File: src/rtl/ysyx_22051013_pipe_ctrl_pkg.sv
// Shared types and defaults for the pipeline stall/flush scheduler.
// Optional performance counters are enabled with YSYX_22051013_PIPE_PERF_EN.
package ysyx_22051013_pipe_ctrl_pkg;

    localparam int REG_AW_DEF  = 5;
    localparam int MEM_TMO_DEF = 255;

    typedef enum logic [1:0] {
        M_IDLE = 2'd0,
        M_WAIT = 2'd1,
        M_ERR  = 2'd2
    } mem_state_e;

    typedef struct packed {
        logic pc_stall;
        logic ifid_stall;
        logic idex_stall;
        logic exls_stall;
        logic ifid_flush;
        logic idex_flush;
        logic exls_flush;
        logic lswb_flush;
    } pipe_ctrl_t;

endpackage

File: src/rtl/ysyx_22051013_pipe_ctrl_if.sv
// Hazard inputs and stall/flush outputs between the pipeline stages and the scheduler.
// The master side is the datapath; the slave side is the scheduler.
interface ysyx_22051013_pipe_ctrl_if
    import ysyx_22051013_pipe_ctrl_pkg::*;
#(
    parameter int REG_AW = REG_AW_DEF
);
    logic [REG_AW-1:0] id_rs1_addr;
    logic [REG_AW-1:0] id_rs2_addr;
    logic              id_rs1_ren;
    logic              id_rs2_ren;
    logic [REG_AW-1:0] ex_rd_addr;
    logic              ex_rd_ena;
    logic              ex_is_load;
    logic              ex_mc_busy;
    logic              ex_redirect;
    logic              ls_mem_req;
    logic              ls_mem_ack;
    logic              if_fetch_busy;
    logic              pc_stall;
    logic              ifid_stall;
    logic              idex_stall;
    logic              exls_stall;
    logic              ifid_flush;
    logic              idex_flush;
    logic              exls_flush;
    logic              lswb_flush;
    logic              redirect_pend;
    logic              mem_tmo_err;

    modport master (
        output id_rs1_addr, id_rs2_addr, id_rs1_ren, id_rs2_ren,
        output ex_rd_addr, ex_rd_ena, ex_is_load, ex_mc_busy, ex_redirect,
        output ls_mem_req, ls_mem_ack, if_fetch_busy,
        input  pc_stall, ifid_stall, idex_stall, exls_stall,
        input  ifid_flush, idex_flush, exls_flush, lswb_flush,
        input  redirect_pend, mem_tmo_err
    );

    modport slave (
        input  id_rs1_addr, id_rs2_addr, id_rs1_ren, id_rs2_ren,
        input  ex_rd_addr, ex_rd_ena, ex_is_load, ex_mc_busy, ex_redirect,
        input  ls_mem_req, ls_mem_ack, if_fetch_busy,
        output pc_stall, ifid_stall, idex_stall, exls_stall,
        output ifid_flush, idex_flush, exls_flush, lswb_flush,
        output redirect_pend, mem_tmo_err
    );

endinterface

File: src/rtl/ysyx_22051013_hazard_det.sv
// Load-use hazard detector: flags an ID source register that a load in EX will write.
// Purely combinational so a later forwarding unit can share it.
module ysyx_22051013_hazard_det
    import ysyx_22051013_pipe_ctrl_pkg::*;
#(
    parameter int REG_AW = REG_AW_DEF
) (
    input  logic [REG_AW-1:0] id_rs1_addr,
    input  logic [REG_AW-1:0] id_rs2_addr,
    input  logic              id_rs1_ren,
    input  logic              id_rs2_ren,
    input  logic [REG_AW-1:0] ex_rd_addr,
    input  logic              ex_rd_ena,
    input  logic              ex_is_load,
    output logic              lu_hit
);

    logic rs1_hit_s;
    logic rs2_hit_s;
    logic rd_live_s;

    // x0 is never a real destination, so a load to it cannot create a hazard
    always_comb begin
        rs1_hit_s = id_rs1_ren & (id_rs1_addr == ex_rd_addr);
        rs2_hit_s = id_rs2_ren & (id_rs2_addr == ex_rd_addr);
        rd_live_s = ex_is_load & ex_rd_ena & (ex_rd_addr != {REG_AW{1'b0}});
        lu_hit    = rd_live_s & (rs1_hit_s | rs2_hit_s);
    end

endmodule

File: src/rtl/ysyx_22051013_pipe_ctrl.sv
// Central stall/flush scheduler for the 5-stage pipeline, with memory-wait FSM and redirect latch.
// Define YSYX_22051013_PIPE_PERF_EN to add the perf_* event counters.
module ysyx_22051013_pipe_ctrl
    import ysyx_22051013_pipe_ctrl_pkg::*;
#(
    parameter int REG_AW  = REG_AW_DEF,
    parameter int MEM_TMO = MEM_TMO_DEF,
    parameter int TMO_W   = 8
`ifdef YSYX_22051013_PIPE_PERF_EN
    ,
    parameter int PERF_W  = 32
`endif
) (
    input  logic                    clk,
    input  logic                    rst,
    ysyx_22051013_pipe_ctrl_if.slave bus
`ifdef YSYX_22051013_PIPE_PERF_EN
    ,
    output logic [PERF_W-1:0]       perf_mem_stall,
    output logic [PERF_W-1:0]       perf_lu_bubble,
    output logic [PERF_W-1:0]       perf_redirect
`endif
);

    localparam logic [TMO_W-1:0] TMO_LAST = TMO_W'(MEM_TMO - 1);

    mem_state_e       state_q;
    mem_state_e       state_d;
    logic [TMO_W-1:0] cnt_q;
    logic [TMO_W-1:0] cnt_d;
    logic             redirect_pend_q;
    logic             redirect_pend_d;

    logic             lu_hit_s;
    logic             mem_stall_s;
    logic             redir_now_s;
    logic             mem_case_s;
    logic             redir_case_s;
    logic             lu_case_s;
    pipe_ctrl_t       ctrl_s;

    ysyx_22051013_hazard_det #(
        .REG_AW (REG_AW)
    ) u_hazard_det (
        .id_rs1_addr (bus.id_rs1_addr),
        .id_rs2_addr (bus.id_rs2_addr),
        .id_rs1_ren  (bus.id_rs1_ren),
        .id_rs2_ren  (bus.id_rs2_ren),
        .ex_rd_addr  (bus.ex_rd_addr),
        .ex_rd_ena   (bus.ex_rd_ena),
        .ex_is_load  (bus.ex_is_load),
        .lu_hit      (lu_hit_s)
    );

    // FSM state, timeout counter and redirect latch registers
    always_ff @(posedge clk) begin
        if (rst) begin
            state_q         <= M_IDLE;
            cnt_q           <= {TMO_W{1'b0}};
            redirect_pend_q <= 1'b0;
        end else begin
            state_q         <= state_d;
            cnt_q           <= cnt_d;
            redirect_pend_q <= redirect_pend_d;
        end
    end

    // Memory-wait FSM next state; ack takes precedence over the timeout check
    always_comb begin
        state_d = state_q;
        cnt_d   = cnt_q;
        case (state_q)
            M_IDLE: begin
                if (bus.ls_mem_req & ~bus.ls_mem_ack) begin
                    state_d = M_WAIT;
                    cnt_d   = {TMO_W{1'b0}};
                end else begin
                    state_d = M_IDLE;
                end
            end
            M_WAIT: begin
                if (bus.ls_mem_ack) begin
                    state_d = M_IDLE;
                end else if (cnt_q == TMO_LAST) begin
                    state_d = M_ERR;
                end else begin
                    cnt_d = cnt_q + {{(TMO_W-1){1'b0}}, 1'b1};
                end
            end
            M_ERR: begin
                state_d = M_ERR;
            end
            default: begin
                state_d = M_IDLE;
                cnt_d   = {TMO_W{1'b0}};
            end
        endcase
    end

    // Priority resolution of stall/flush controls, first match wins
    always_comb begin
        mem_stall_s  = (bus.ls_mem_req & ~bus.ls_mem_ack) | (state_q == M_ERR);
        redir_now_s  = bus.ex_redirect | redirect_pend_q;
        ctrl_s       = '0;
        mem_case_s   = 1'b0;
        redir_case_s = 1'b0;
        lu_case_s    = 1'b0;
        if (rst) begin
            ctrl_s = '0;
        end else if (mem_stall_s) begin
            mem_case_s        = 1'b1;
            ctrl_s.pc_stall   = 1'b1;
            ctrl_s.ifid_stall = 1'b1;
            ctrl_s.idex_stall = 1'b1;
            ctrl_s.exls_stall = 1'b1;
            ctrl_s.lswb_flush = 1'b1;
        end else if (bus.ex_mc_busy) begin
            ctrl_s.pc_stall   = 1'b1;
            ctrl_s.ifid_stall = 1'b1;
            ctrl_s.idex_stall = 1'b1;
            ctrl_s.exls_flush = 1'b1;
        end else if (redir_now_s) begin
            // wrong-path instructions in IF/ID and ID/EX are dropped, so nothing is held
            redir_case_s      = 1'b1;
            ctrl_s.ifid_flush = 1'b1;
            ctrl_s.idex_flush = 1'b1;
        end else if (lu_hit_s) begin
            lu_case_s         = 1'b1;
            ctrl_s.pc_stall   = 1'b1;
            ctrl_s.ifid_stall = 1'b1;
            ctrl_s.idex_flush = 1'b1;
        end else if (bus.if_fetch_busy) begin
            ctrl_s.pc_stall   = 1'b1;
            ctrl_s.ifid_flush = 1'b1;
        end else begin
            ctrl_s = '0;
        end
    end

    // Redirects arriving while the pipe is held are remembered until they can be applied
    always_comb begin
        if (mem_stall_s | bus.ex_mc_busy) begin
            redirect_pend_d = redirect_pend_q | bus.ex_redirect;
        end else if (redir_now_s) begin
            redirect_pend_d = 1'b0;
        end else begin
            redirect_pend_d = redirect_pend_q;
        end
    end

    assign bus.pc_stall      = ctrl_s.pc_stall;
    assign bus.ifid_stall    = ctrl_s.ifid_stall;
    assign bus.idex_stall    = ctrl_s.idex_stall;
    assign bus.exls_stall    = ctrl_s.exls_stall;
    assign bus.ifid_flush    = ctrl_s.ifid_flush;
    assign bus.idex_flush    = ctrl_s.idex_flush;
    assign bus.exls_flush    = ctrl_s.exls_flush;
    assign bus.lswb_flush    = ctrl_s.lswb_flush;
    assign bus.redirect_pend = redirect_pend_q & ~rst;
    assign bus.mem_tmo_err   = (state_q == M_ERR) & ~rst;

`ifdef YSYX_22051013_PIPE_PERF_EN
    logic [PERF_W-1:0] perf_mem_q;
    logic [PERF_W-1:0] perf_mem_d;
    logic [PERF_W-1:0] perf_lu_q;
    logic [PERF_W-1:0] perf_lu_d;
    logic [PERF_W-1:0] perf_redir_q;
    logic [PERF_W-1:0] perf_redir_d;

    // Event counters wrap naturally on overflow
    always_ff @(posedge clk) begin
        if (rst) begin
            perf_mem_q   <= {PERF_W{1'b0}};
            perf_lu_q    <= {PERF_W{1'b0}};
            perf_redir_q <= {PERF_W{1'b0}};
        end else begin
            perf_mem_q   <= perf_mem_d;
            perf_lu_q    <= perf_lu_d;
            perf_redir_q <= perf_redir_d;
        end
    end

    // Counter increments
    always_comb begin
        perf_mem_d   = perf_mem_q   + {{(PERF_W-1){1'b0}}, mem_case_s};
        perf_lu_d    = perf_lu_q    + {{(PERF_W-1){1'b0}}, lu_case_s};
        perf_redir_d = perf_redir_q + {{(PERF_W-1){1'b0}}, redir_case_s};
    end

    assign perf_mem_stall = perf_mem_q;
    assign perf_lu_bubble = perf_lu_q;
    assign perf_redirect  = perf_redir_q;
`endif

endmodule

File: src/flat_wrapper.sv
// flat-port wrapper written by rule: the top's interface ports become plain ports
module ysyx_22051013_pipe_ctrl_flat import ysyx_22051013_pipe_ctrl_pkg::*;
#(
    parameter int REG_AW  = REG_AW_DEF,
    parameter int MEM_TMO = MEM_TMO_DEF,
    parameter int TMO_W   = 8

)
  (clk, rst, bus_id_rs1_addr, bus_id_rs2_addr, bus_id_rs1_ren, bus_id_rs2_ren, bus_ex_rd_addr, bus_ex_rd_ena, bus_ex_is_load, bus_ex_mc_busy, bus_ex_redirect, bus_ls_mem_req, bus_ls_mem_ack, bus_if_fetch_busy, bus_pc_stall, bus_ifid_stall, bus_idex_stall, bus_exls_stall, bus_ifid_flush, bus_idex_flush, bus_exls_flush, bus_lswb_flush, bus_redirect_pend, bus_mem_tmo_err);
  ysyx_22051013_pipe_ctrl_if #(.REG_AW(REG_AW)) bus_i ();
  input  logic clk;
  input  logic rst;
  input wire logic [$bits(bus_i.id_rs1_addr)-1:0] bus_id_rs1_addr;
  input wire logic [$bits(bus_i.id_rs2_addr)-1:0] bus_id_rs2_addr;
  input wire logic [$bits(bus_i.id_rs1_ren)-1:0] bus_id_rs1_ren;
  input wire logic [$bits(bus_i.id_rs2_ren)-1:0] bus_id_rs2_ren;
  input wire logic [$bits(bus_i.ex_rd_addr)-1:0] bus_ex_rd_addr;
  input wire logic [$bits(bus_i.ex_rd_ena)-1:0] bus_ex_rd_ena;
  input wire logic [$bits(bus_i.ex_is_load)-1:0] bus_ex_is_load;
  input wire logic [$bits(bus_i.ex_mc_busy)-1:0] bus_ex_mc_busy;
  input wire logic [$bits(bus_i.ex_redirect)-1:0] bus_ex_redirect;
  input wire logic [$bits(bus_i.ls_mem_req)-1:0] bus_ls_mem_req;
  input wire logic [$bits(bus_i.ls_mem_ack)-1:0] bus_ls_mem_ack;
  input wire logic [$bits(bus_i.if_fetch_busy)-1:0] bus_if_fetch_busy;
  output wire logic [$bits(bus_i.pc_stall)-1:0] bus_pc_stall;
  output wire logic [$bits(bus_i.ifid_stall)-1:0] bus_ifid_stall;
  output wire logic [$bits(bus_i.idex_stall)-1:0] bus_idex_stall;
  output wire logic [$bits(bus_i.exls_stall)-1:0] bus_exls_stall;
  output wire logic [$bits(bus_i.ifid_flush)-1:0] bus_ifid_flush;
  output wire logic [$bits(bus_i.idex_flush)-1:0] bus_idex_flush;
  output wire logic [$bits(bus_i.exls_flush)-1:0] bus_exls_flush;
  output wire logic [$bits(bus_i.lswb_flush)-1:0] bus_lswb_flush;
  output wire logic [$bits(bus_i.redirect_pend)-1:0] bus_redirect_pend;
  output wire logic [$bits(bus_i.mem_tmo_err)-1:0] bus_mem_tmo_err;
  assign bus_i.id_rs1_addr = bus_id_rs1_addr;
  assign bus_i.id_rs2_addr = bus_id_rs2_addr;
  assign bus_i.id_rs1_ren = bus_id_rs1_ren;
  assign bus_i.id_rs2_ren = bus_id_rs2_ren;
  assign bus_i.ex_rd_addr = bus_ex_rd_addr;
  assign bus_i.ex_rd_ena = bus_ex_rd_ena;
  assign bus_i.ex_is_load = bus_ex_is_load;
  assign bus_i.ex_mc_busy = bus_ex_mc_busy;
  assign bus_i.ex_redirect = bus_ex_redirect;
  assign bus_i.ls_mem_req = bus_ls_mem_req;
  assign bus_i.ls_mem_ack = bus_ls_mem_ack;
  assign bus_i.if_fetch_busy = bus_if_fetch_busy;
  assign bus_pc_stall = bus_i.pc_stall;
  assign bus_ifid_stall = bus_i.ifid_stall;
  assign bus_idex_stall = bus_i.idex_stall;
  assign bus_exls_stall = bus_i.exls_stall;
  assign bus_ifid_flush = bus_i.ifid_flush;
  assign bus_idex_flush = bus_i.idex_flush;
  assign bus_exls_flush = bus_i.exls_flush;
  assign bus_lswb_flush = bus_i.lswb_flush;
  assign bus_redirect_pend = bus_i.redirect_pend;
  assign bus_mem_tmo_err = bus_i.mem_tmo_err;
  ysyx_22051013_pipe_ctrl #(.REG_AW(REG_AW), .MEM_TMO(MEM_TMO), .TMO_W(TMO_W)) u_core (.clk(clk), .rst(rst), .bus(bus_i));
endmodule
File: config.mk
export PLATFORM = sky130hd
export DESIGN_NAME = ysyx_22051013_pipe_ctrl_flat
export DESIGN_NICKNAME = d
export VERILOG_FILES = /design/src/rtl/ysyx_22051013_pipe_ctrl_pkg.sv /design/src/rtl/ysyx_22051013_pipe_ctrl_if.sv /design/src/rtl/ysyx_22051013_hazard_det.sv /design/src/rtl/ysyx_22051013_pipe_ctrl.sv /design/src/flat_wrapper.sv
export SDC_FILE = /design/constraint.sdc
export NUM_CORES = 1
export LEC_CHECK = 0
export ABC_AREA = 1
export CORE_UTILIZATION = 47
export DETAILED_ROUTE_END_ITERATION = 12
export MAX_ROUTING_LAYER = met4
export PLACE_DENSITY = 0.84
export SYNTH_ARGS = -nofsm -noshare
export SYNTH_HDL_FRONTEND = slang
export SYNTH_SLANG_ARGS = --single-unit
File: constraint.sdc
create_clock -name clk -period 2.77 [get_ports clk]
set_clock_uncertainty 0.15 [all_clocks]
set_input_delay 0.6925 -clock clk [delete_from_list [all_inputs] [get_ports clk]]
set_output_delay 0.6925 -clock clk [all_outputs]
set_load 0.05 [all_outputs]
## Word level (Yosys, flattened, before mapping)

Cells that the tools add are included.

| cells by class | value |
|---|---|
| add/sub/neg operators | 1 |
| multipliers | 0 |
| div/mod/pow operators | 0 |
| $lt $le $gt $ge | 0 |
| equal/unequal tests | 9 |
| shifts and indexed selects | 0 |
| mux-type cells | 28 |
| bitwise operators | 15 |
| reductions and logical operators | 4 |

Operators with widths:

| kind | count |
|---|---|
| two-way mux 8 bit | 4 |
| two-way mux 3 bit | 9 |
| case mux 8 bit (3 select lines) | 1 |
| equality test 5 bit | 2 |
| adder 8 x 1 -> 8 bit, second input constant | 1 |
| AND 1 bit | 8 |
| equality test 8 bit, second input constant | 1 |
| two-way mux 2 bit | 4 |
| two-way mux 4 bit | 2 |
| two-way mux 1 bit | 7 |
| case mux 2 bit (3 select lines) | 1 |
| nonzero test 5 bit | 1 |
| inequality test 2 bit, second input constant | 2 |
| OR 1 bit | 4 |
| AND reduction 4 bit | 1 |
| inequality test 3 x 2 -> 1 bit, second input constant | 1 |
| NOT 1 bit | 3 |
| equality test 2 x 1 -> 1 bit, second input constant | 1 |
| equality test 2 bit, second input constant | 1 |
| logical NOT 2 bit | 1 |
| inequality test 2 x 1 -> 1 bit, second input constant | 1 |
| nonzero test 2 bit | 1 |

| storage, ports and cells | value |
|---|---|
| bits in registers | 11 |
| bits in latches | 0 |
| RAM bits | 0 |
| ROM bits | 0 |
| input port bits | 26 |
| output and inout bits | 10 |
| word-level logic and storage cells | 60 |
| memories | 0 |

## Depth between registers and ports, before layout

| logic depth | value |
|---|---|
| depth in word-level cells | 14 |
| depth in mapped cells | 9 |
| mapped depth without buffers | 9 |

## Hierarchy

From an unflattened synthesis, not the netlist that was laid out.

| second synthesis, totals | value |
|---|---|
| cells, all modules | 182 |
| area total of the unflattened synthesis | 987.2 sq um |

By module, submodules not included:

| module | instances | cells an instance | area an instance (sq um) | seq. area each (sq um) |
|---|---|---|---|---|
| ysyx_22051013_pipe_ctrl | 1 | 127 | 769.5 | 220.2 |
| ysyx_22051013_hazard_det | 1 | 55 | 217.7 | 0.0 |

## Worst setup path before layout

Ideal clock, no wire load.

| timing | value |
|---|---|
| path type | in2out |
| start | input port bus_ls_mem_req |
| end | output port bus_lswb_flush |
| data arrival time | 2120 ps |
| required time | 1928 ps |
| slack | -192 ps |
| stages on the path | 5 |
| path buffers | 1 |
| cells stage by stage | inv_1 > nor2_1 > inv_1 > a21oi_1 > buf_4 |

| between the ends | value |
|---|---|
| longest elaborated chain between the ends | 4 |

Ends and longest elaborated chain:

| element | RTL line | RTL |
|---|---|---|
| start, declared | flat_wrapper.sv:22 | `input wire logic [$bits(bus_i.ls_mem_req)-1:0] bus_ls_mem_req;` |
| AND 1 bit | ysyx_22051013_pipe_ctrl.sv:102 | `mem_stall_s = (bus.ls_mem_req & ~bus.ls_mem_ack) \| (state_q == M_ERR);` |
| OR 1 bit | ysyx_22051013_pipe_ctrl.sv:102 |  |
| two-way mux 1 bit | ysyx_22051013_pipe_ctrl.sv:110 | `end else if (mem_stall_s) begin` |
| two-way mux 8 bit | ysyx_22051013_pipe_ctrl.sv:108 | `if (rst) begin` |
| end, declared | flat_wrapper.sv:32 | `output wire logic [$bits(bus_i.lswb_flush)-1:0] bus_lswb_flush;` |

Every way passes these cells.

## Worst setup path in the final report

| timing | value |
|---|---|
| start | input port bus_id_rs1_ren |
| end | output port bus_idex_flush |

| between the ends | value |
|---|---|
| longest elaborated chain between the ends | 8 |

Ends and longest elaborated chain:

| element | RTL line | RTL |
|---|---|---|
| start, declared | flat_wrapper.sv:15 | `input wire logic [$bits(bus_i.id_rs1_ren)-1:0] bus_id_rs1_ren;` |
| AND 1 bit | ysyx_22051013_hazard_det.sv:24 | `rs1_hit_s = id_rs1_ren & (id_rs1_addr == ex_rd_addr);` |
| OR 1 bit | ysyx_22051013_hazard_det.sv:27 | `lu_hit = rd_live_s & (rs1_hit_s \| rs2_hit_s);` |
| AND 1 bit | ysyx_22051013_hazard_det.sv:27 |  |
| two-way mux 1 bit | ysyx_22051013_pipe_ctrl.sv:127 | `end else if (lu_hit_s) begin` |
| two-way mux 2 bit | ysyx_22051013_pipe_ctrl.sv:122 | `end else if (redir_now_s) begin` |
| two-way mux 3 bit | ysyx_22051013_pipe_ctrl.sv:117 | `end else if (bus.ex_mc_busy) begin` |
| two-way mux 3 bit | ysyx_22051013_pipe_ctrl.sv:110 |  |
| two-way mux 8 bit | ysyx_22051013_pipe_ctrl.sv:108 |  |
| end, declared | flat_wrapper.sv:30 | `output wire logic [$bits(bus_i.idex_flush)-1:0] bus_idex_flush;` |

Every way passes these cells.

==> run summary <==
Clock Power Share - 0.235
CP delay by family, top - buffers and inverters
part of the power in registers - 0.358
Max Freq - 364 MHz
Syn Nets - 198
Worst Path Required - 1.93 ns
Final nets - 243
crit path DAT - 1.90 ns
Post-Syn Area per Cell - 5.69 µm²
initial core utilization - 0.498
post-route DRC violation count - 0
H-tree depth - 1
critical-path cell list - clkdlybuf4s50_1 -> nand2_1 -> nor2_1 -> nand3_1 -> nand2_2 -> nand2_2 -> a21oi_4 -> buf_12
clock root buffer - clkbuf_4
first-pass detailed-route iteration total - 6
Post-DP Area - 1470 µm²
crit-path most repeated cell - nand2_2
largest net degree at the start of global routing - 12
initial antenna violation count - 0
slew of the pin with the lowest slew margin - 0.298 ns
Startpoint Class - primary input
IO Count - 36
worst setup path end - bus_idex_flush
Pint - 0.000303 W
#FFs+latches synth - 11
sw frac - 0.349
slowest library cell on the worst path - clkdlybuf4s50_1
Post-synth EDFFs - 0
TritonCTS clock tree - built
Vias per Instance - 4.88
Fin Setup TNS - 0 ns
Synth area leader - dfxtp_1
register clock-pin slew on the reported worst setup and hold paths - 0.07 ns
min Tclk post-route - 2.74 ns
first-pass GRT wire length - 4.08 mm
drt wl/cell - 11.3 µm
grt ovf - 0
Num CTS Buffers - 3
Clk Latency, worst-skew pair - 0.27 ns
vias in the first global route - 1045
critical path class - primary input to primary output
DIE HEIGHT - 47.4 µm
Post-Syn Area - 967 µm²
worst flop-to-flop path endpoint - u_core.cnt_q[2]
CP Capture Type - primary output
Hold Crit Class - register to register
Core ar. - 1940 µm²
IO buf count - 35
Area contributors post-synth - dfxtp_1, nand2_1, inv_1, nor2_1, nand3_1
Placer Congestion - 0.942
CP bufs+invs - 2
CP max FO - 2
Tcrit/Tclk final - 0.991
Yosys warnings - 0
CP startpoint - bus_id_rs1_ren
Main synth FF type - dfxtp_1
Seq/Total Area, Yosys - 0.228
HPWL after DPL - 2.09 mm
CP max stage delay - 0.46 ns
slew margin rel. - 0.801
most frequent cell after synthesis - nand2_1
RR Startpoint - u_core.cnt_q[0]
Leak - 0.799 nW
Synth Instances - 170
CP Depth - 8
Peak supply drop - 0.000229 V
drt total wl - 2.73 mm
Hold-fix buffers, CTS - 0
ys async rst share - 0
GRT Total Usage - 0.268
Comb pwr share - 0.407
Max clock buf depth - 2
Setup Viol. Count Final - 0
via count - 1175
worst reg2reg path depth - 7
share of layout cells above drive strength 1 - 0.224
Die ar. - 2240 µm²
final hold violations - 0
outcome - completed
Final Slew Violations - 0
Clock Sink Count - 11
Area Growth Syn to Fin - 61.2%
Psw - 0.000162 W
FF-to-FF setup slack - 1.20 ns
Final ANT Viol Nets - 0
Chip Width - 47.4 µm
drt initial violations - 38
Post-synth top cells - nand2_1, inv_1, nor2_1
Ant. Diodes - 0
max-cap violations - 0
PD cells - 299 nW/µm²
Rows - 16
post-route cell area - 1560 µm²
Yosys cell types - 23
post-synth top area share - 0.228
==> registers in the layout, summed over array words and instances (netlist names) <==
name / cells
u_core.state_q: 2
u_core.redirect_pend_q: 1
u_core.cnt_q: 8
==> power by group through the flow <==
stage | Clock (W) | Combinational [W] | Sequential [W]
2_1_floorplan | 0 | 0.0000895 | 0.000169
3_3_place_gp | 0 | 0.000178 | 0.000169
3_5_place_dp | 0 | 0.000183 | 0.000170
4_1_cts | 0.000114 | 0.000182 | 0.000166
5_1_grt | 0.000123 | 0.000205 | 0.000167
6_report | 0.000109 | 0.000190 | 0.000167
==> logic make-up (layout without fill, tap and decap cells) <==
logic type	Yosys count	after routing	synth area share
XOR/XNOR	5	5	0.0453
AND/OR/NAND/NOR	102	102	0.467
adder cells (fa/ha/maj)	2	2	0.0259
AO/OA/AOI/OAI	16	16	0.0983
flip-flops	11	11	0.228
buffers and inverters	34	78	0.136
==> area by class of cell <==
cell class	count	area [µm²]
Timing Repair Buffer	42	484
Tap cell	27	33.8
Clock buffer	4	26.3
Sequential cell	11	220
Inverter	32	120
Multi-Input combinational cell	125	674
Fill cell	141	383
==> through the flow <==
| stage | setup WS, ns | cells | total power (W) | hold WS, ns | util |
|---|---|---|---|---|---|
| final | 0.0262 | 241 | 0.000466 | 0.362 | 0.803 |
| after global routing | -0.0346 | 241 | 0.000495 | 0.387 | 0.803 |
| after CTS | 0.0225 | 241 | 0.000462 | 0.362 | 0.781 |
| after detailed placement | -0.195 | 234 | 0.000353 | 0.352 | 0.759 |
| after global placement | -0.193 | 234 | 0.000348 | 0.343 | 0.759 |
| after floorplan | -0.00278 | 170 | 0.000258 | 0.327 | - |
==> worst min path at each step <==
stage / from / endpoint / slack, ns / depth (start not counted)
final: u_core.cnt_q[1] / u_core.cnt_q[1] / 0.36 / 2
after CTS: u_core.cnt_q[1] / u_core.cnt_q[1] / 0.36 / 2
after floorplan: u_core.cnt_q[5] / u_core.cnt_q[5] / 0.33 / 2
after detailed placement: u_core.cnt_q[1] / u_core.cnt_q[1] / 0.35 / 2
after global placement: u_core.cnt_q[4] / u_core.cnt_q[4] / 0.34 / 2
after global routing: u_core.cnt_q[1] / u_core.cnt_q[1] / 0.39 / 2
==> layout by cell type (no fill, tap or decap) <==
| cell | count |
|---|---|
| nor2_1 | 22 |
| dlygate4sd2_1 | 17 |
| inv_1 | 25 |
| dlymetal6s2s_1 | 1 |
| o21ai_2 | 1 |
| o21a_1 | 1 |
| xor2_1 | 4 |
| buf_4 | 7 |
| inv_2 | 7 |
| o211ai_1 | 1 |
| nor2_4 | 4 |
| nand2_2 | 5 |
| a21oi_1 | 8 |
| o21bai_1 | 1 |
| dfxtp_1 | 11 |
| nand4_2 | 1 |
| buf_12 | 10 |
| nand3_2 | 2 |
| nor2_2 | 3 |
| xnor2_1 | 1 |
| a21oi_2 | 2 |
| ha_1 | 2 |
| clkbuf_1 | 1 |
| clkdlybuf4s50_1 | 7 |
| nand2_1 | 52 |
| a21oi_4 | 2 |
| clkbuf_4 | 3 |
| nand3_1 | 11 |
| nand4_1 | 1 |
| nand3_4 | 1 |
==> tightest hold or removal path, stage by stage (launching register included) <==
cell and delay (ns):
dfxtp_1 0.34, nand2_1 0.07, a21oi_1 0.06
==> per-layer routing <==
metal  track usage  share of wire  wire length [µm]  up-vias
met5             -              0                 0        -
met4         0.103          0.023                62        0
met3        0.0346          0.034                94        7
met2         0.490           0.52              1420       39
met1         0.287           0.42              1160      520
li1              -              -                 -      609
==> what timing repair did <==
item                       4_1_cts  5_1_grt
gates resized for setup         24       13
setup endpoints to repair        5        4
setup buffers                    3        0
pin swaps                       11        8
cloned                           0        0
(Power assumes the default switching activity.)
